## config.mk

```make
export PLATFORM = sky130hd
export DESIGN_NAME = moore_pattern_detector
export DESIGN_NICKNAME = d
export VERILOG_FILES = /design/src/rtl/pattern_det_pkg.sv /design/src/rtl/sat_counter.sv /design/src/rtl/moore_pattern_detector.sv
export SDC_FILE = /design/constraint.sdc
export NUM_CORES = 1
export LEC_CHECK = 0
export BUFFER_PORTS_ARGS = -buffer_cell sky130_fd_sc_hd__clkbuf_2
export CAP_MARGIN = 30
export CORE_UTILIZATION = 30
export DETAILED_ROUTE_END_ITERATION = 12
export PLACE_DENSITY_LB_ADDON = 0.1
export SYNTH_ARGS = -nofsm -noshare
export SYNTH_HDL_FRONTEND = slang
export SYNTH_SLANG_ARGS = --single-unit
```

## constraint.sdc

```tcl
create_clock -name clk -period 1.69 [get_ports clk]
set_clock_uncertainty 0.15 [all_clocks]
set_input_delay 0 -clock clk [delete_from_list [all_inputs] [get_ports clk]]
set_output_delay 0 -clock clk [all_outputs]
set_load 0.02 [all_outputs]
```

## src/rtl/pattern_det_pkg.sv

```systemverilog
// pattern_det_pkg: elaboration-time helpers for the serial pattern detector
package pattern_det_pkg;
  localparam int MAX_PAT_W = 32;
  function automatic int pd_state_w(input int pat_w);
    return $clog2(pat_w + 1);
  endfunction
  function automatic int pd_next_state(input logic [MAX_PAT_W-1:0] pattern, input int pat_w,
                                       input int k, input logic b, input logic overlap);
    logic [MAX_PAT_W:0] s;
    logic ok;
    int m;
    int res;
    m = k;
    if (k >= pat_w) begin
      m = 0;
      if (overlap)
        for (int j = 1; j < pat_w; j++) begin
          ok = 1'b1;
          for (int i = 0; i < j; i++) if (pattern[j-1-i] != pattern[pat_w-1-i]) ok = 1'b0;
          if (ok) m = j;
        end
    end
    s = '0;
    for (int i = 0; i < m; i++) s[i] = pattern[pat_w-1-i];
    s[m] = b;
    res = 0;
    // longest prefix of the pattern that ends the matched bits plus the new bit
    for (int j = 1; j <= m + 1; j++) begin
      ok = 1'b1;
      for (int i = 0; i < j; i++) if (s[m+1-j+i] != pattern[pat_w-1-i]) ok = 1'b0;
      if (ok) res = j;
    end
    return res;
  endfunction
endpackage

```

## src/rtl/sat_counter.sv

```systemverilog
// sat_counter: saturating up-counter with synchronous clear and all-ones flag
module sat_counter #(
  parameter int CNT_W = 8
) (
  input  logic             clk,
  input  logic             rst_n,
  input  logic             inc,
  input  logic             clr,
  output logic [CNT_W-1:0] cnt,
  output logic             sat
);
  always_ff @(posedge clk or negedge rst_n)
    if (!rst_n) begin
      cnt <= '0;
      sat <= 1'b0;
    end else if (clr) begin
      cnt <= '0;
      sat <= 1'b0;
    end else if (inc && !sat) begin
      cnt <= cnt + CNT_W'(1);
      sat <= &(cnt + CNT_W'(1));
    end
endmodule

```

## src/rtl/moore_pattern_detector.sv

```systemverilog
// moore_pattern_detector: parametrised Moore serial-pattern detector with saturating match counter
module moore_pattern_detector
  import pattern_det_pkg::*;
#(
  parameter int             PAT_W            = 3,
  parameter logic [PAT_W-1:0] PATTERN        = 3'b101,
  parameter bit             OVERLAP          = 1'b1,
  parameter int             CNT_W            = 8,
  parameter string          FSM_ENCODING_VAL = "one_hot"
) (
  input  logic             clk,
  input  logic             rst_n,
  input  logic             en,
  input  logic             sin,
  input  logic             clear,
  output logic             done,
  output logic [CNT_W-1:0] match_cnt,
  output logic             cnt_sat
);
  localparam int SW = pd_state_w(PAT_W);
  localparam int NST = 1 << SW;
  localparam logic [MAX_PAT_W-1:0] PAT_EXT = MAX_PAT_W'(PATTERN);
  localparam logic [SW-1:0] S0 = '0;
  localparam logic [SW-1:0] S_FULL = SW'(PAT_W);
  if (PAT_W < 1 || PAT_W > MAX_PAT_W || CNT_W < 1 || FSM_ENCODING_VAL == "") begin : g_bad_param
    $error("moore_pattern_detector: illegal parameter set");
  end
  function automatic logic [NST*2*SW-1:0] build_tab();
    logic [NST*2*SW-1:0] t;
    t = '0;
    for (int k = 0; k <= PAT_W; k++)
      for (int b = 0; b < 2; b++)
        t[(k*2+b)*SW +: SW] = SW'(pd_next_state(PAT_EXT, PAT_W, k, b[0], OVERLAP));
    return t;
  endfunction
  localparam logic [NST*2*SW-1:0] NS_TAB = build_tab();
  (* fsm_encoding = FSM_ENCODING_VAL *) logic [SW-1:0] cs;
  logic [SW-1:0] ns;
  logic hit_q;
  assign ns = NS_TAB[SW*int'({cs, sin}) +: SW];
  // a pending hit is consumed only on an enabled edge, so disabled cycles neither pulse nor count
  always_ff @(posedge clk or negedge rst_n)
    if (!rst_n) begin
      cs    <= S0;
      hit_q <= 1'b0;
      done  <= 1'b0;
    end else if (clear) begin
      cs    <= S0;
      hit_q <= 1'b0;
      done  <= 1'b0;
    end else begin
      done <= hit_q & en;
      if (en) begin
        cs    <= ns;
        hit_q <= ns == S_FULL;
      end
    end
  sat_counter #(.CNT_W(CNT_W)) u_cnt (
    .clk  (clk),
    .rst_n(rst_n),
    .inc  (hit_q & en),
    .clr  (clear),
    .cnt  (match_cnt),
    .sat  (cnt_sat)
  );
endmodule
```

==> impl_metrics.csv <==
group,metric,value,unit
run_status,status,"complete, no violations",
clock_network,cts_tree,"built",
worst_setup_path,slowest_delay,0.45,ns
grt,grt_pass1_wl,2700,um
yosys,synth_common_cells,"13 x dfrtp_1, 12 x nor2_1, 5 x inv_1",
cells_and_area,drive_gt1_frac,0.297,
cells_and_area,diodes,0,
floorplan,fp.dieW,52.9,um
cells_and_area,nFillCells,258,
yosys,syn_area,778,um^2
yosys,yosysWarningCount,0,
yosys,syn_nets,90,
job,cap_viol_max_count,0,
worst_setup_path,r2r_start,"u_cnt.cnt[1]",
yosys,yosysMostFrequentCell,"dfrtp_1",
grt,overflow,0,
yosys,yosys_register_bits,13,
yosys,synth.largest_area_cell,"dfrtp_1",
worst_setup_path,endpoint_kind,"flop",
clock_network,cts-root-buf,"clkbuf_4",
clock_network,cts.sinks,13,
cells_and_area,area_growth,31.4,%
worst_setup_path,slowest_stage,"dfrtp_2",
route,wire_per_inst,12.4,um
sta,finalHoldViolations,0,
worst_setup_path,start_kind,"flop",
sta,tightest_slew,0.351,ns
floorplan,die_area,2800,um^2
yosys,synth_top_area_share,0.418,
grt,grt_pass1_vias,565,
route,wl,1750,um
route,drt_iter0_markers,11,
cells_and_area,nNetsFinal,120,
yosys,syn_inst,82,
sta,clock.fmax,0.632,GHz
worst_hold_path,hold_class,"in -> async",
worst_setup_path,cp.arrival,1.59,ns
worst_setup_path,path_class,"reg -> reg",
placement,place_area,907,um^2
worst_setup_path,cp_data_required_time,1.70,ns
yosys,synth-seq-area-share,0.418,
worst_setup_path,critPathTopFamily,"flip-flops",
floorplan,num_rows,18,
yosys,synthFlopType,"dfrtp_1",
yosys,async_flop_share,1.00,
route,antenna_left,0,
clock_network,clockBufferDepth,2,
grt,grt_max_degree,14,
sta,setup_tns,0,ns
placement,gp_congestion,0.798,
grt,antenna_found_initial,0,
clock_network,cts_max_level,1,
floorplan,initial_core_util,0.317,
grt,track_usage,0.136,
yosys,syn_avg_cell_area,9.49,um^2
sta,hold_ws,0.00576,ns
worst_setup_path,crit_buf_inv,1,
clock_network,worstSkewPairLatency,0.27,ns
pwr,p_leak,0.483,nW
pwr,peakVddDrop,0.366,mV
worst_setup_path,crit_path_start,"u_cnt.cnt[1]",
floorplan,design.portCount,15,
route,num_vias,676,
yosys,synthTopCellsByArea,"dfrtp_1 42%, nor2_1 5.8%, ha_1 4.8%",
worst_setup_path,path_max_fanout,5,
clock_network,path_clk_slew,0.08,ns
route,drc,0,
clock_network,cts_buffers,3,
route,vias_per_cell,4.79,
yosys,synthDistinctLibCells,31,
yosys,synth_edf_count,0,
worst_setup_path,path_cells,"buf_4, a21bo_2, o21ai_0, a311oi_1, nor4_1",
floorplan,core,2450,um^2
sta,setup_viol,0,
cells_and_area,postLayoutCellArea,1020,um^2
placement,io_buffers,14,
pwr,powerDensity,533,nW/um^2
sta,relSlewSlack,0.766,
route,dr.pass1.iters,4,
sta,fin_crit_sh,0.936,
floorplan,die_y,52.9,um
placement,hpwl,1290,um
sta,drv_slew,0,
sta,period_needed,1.58,ns
## registers in the layout, summed over array words and instances, names as in the netlist
signal	count
cs	2
done	1
u_cnt.cnt	8
hit_q	1
u_cnt.sat	1
## cell usage in the layout, fill, tap and decap left out, types with 2 or more instances in the layout
master / netlist / routed
nand4_1: 3 / 3
ha_1: 3 / 2
nand3b_1: 2 / 2
a21oi_1: 4 / 4
nand2_1: 3 / 3
xnor2_1: 4 / 4
xor2_1: 3 / 3
clkbuf_2: 0 / 15
buf_4: 1 / 9
dfrtp_2: 0 / 2
nor2_1: 12 / 12
clkbuf_4: 0 / 3
nand4b_1: 2 / 2
mux2i_1: 3 / 3
inv_1: 5 / 5
dlygate4sd3_1: 0 / 5
a311oi_1: 3 / 3
o21ai_0: 3 / 3
dfrtp_1: 13 / 11
nand3_1: 3 / 3
## logic make-up (layout without fill, tap and decap cells)
kind of cell               after synthesis  count (layout)  synth area share
AOI/OAI and AO/OA                       13              13             0.109
xor gates and xnor gates                 7               7            0.0788
adders and majority gates                3               3            0.0482
buffers and inverters                    9              38            0.0595
DFF                                     13              13             0.418
muxes                                    3               3            0.0386
and+or+nand+nor                         34              34             0.248
## through the flow
stage / setup WS [ns] / std cells / power [W] / utilization
floorplan: 0.0417 / 82 / 0.000337 / -
global placement: -0.0603 / 128 / 0.000355 / 0.370
detailed placement: 0.00460 / 128 / 0.000355 / 0.370
CTS: 0.000131 / 137 / 0.000559 / 0.401
global route: -0.00670 / 141 / 0.000571 / 0.416
finish: 0.108 / 141 / 0.000545 / 0.416
## metal layers
metal	GRT usage	routed length, um	vias up
met3	0.0201	74	2
met5	0	0	-
li1	-	-	345
met1	0.213	940	311
met2	0.177	720	18
met4	0.0658	10	0
## path summary, 6_finish.rpt
path,end,slack [ns],depth (start not counted)
worst max-delay path,u_cnt.sat,0.11,5
min in group clk,hit_q,0.39,4
worst max register to register,u_cnt.sat,0.11,5
worst min register to register,cs[0],0.39,2
max in group asynchronous,u_cnt.cnt[1],1.10,2
worst min-delay path,u_cnt.cnt[4],0.006,2
## timing repair
| action | in CTS | in global routing |
|---|---|---|
| hold buffers | 5 | 0 |
| resized for setup | 0 | 3 |
| setup buffers | 0 | 4 |
| hold endpoints to repair | 25 | 0 |
| setup endpoints to repair | 0 | 1 |
## area by class of cell
type	count	area [um^2]	area share
multi-input cells	60	419	0.410
flip-flops and latches	13	328	0.321
repair buffers	29	193	0.188
well taps	30	37.5	0.0367
clock buffers	4	26.3	0.0257
inverters	5	18.8	0.0184
## power breakdown
part / internal (W) / leakage (nW) / total, W / switching [W]
clock: 0.0000914 / 0.0150 / 0.000189 / 0.0000973
sequential: 0.000314 / 0.177 / 0.000316 / 0.00000238
combinational: 0.0000174 / 0.291 / 0.0000400 / 0.0000226
## worst register-to-register path, cell delays in order, from the launching register on
cell	delay, ns
dfrtp_2	0.45
buf_4	0.17
a21bo_2	0.18
o21ai_0	0.08
a311oi_1	0.11
nor4_1	0.34
Note: power is estimated with default switching activity, not from simulation.
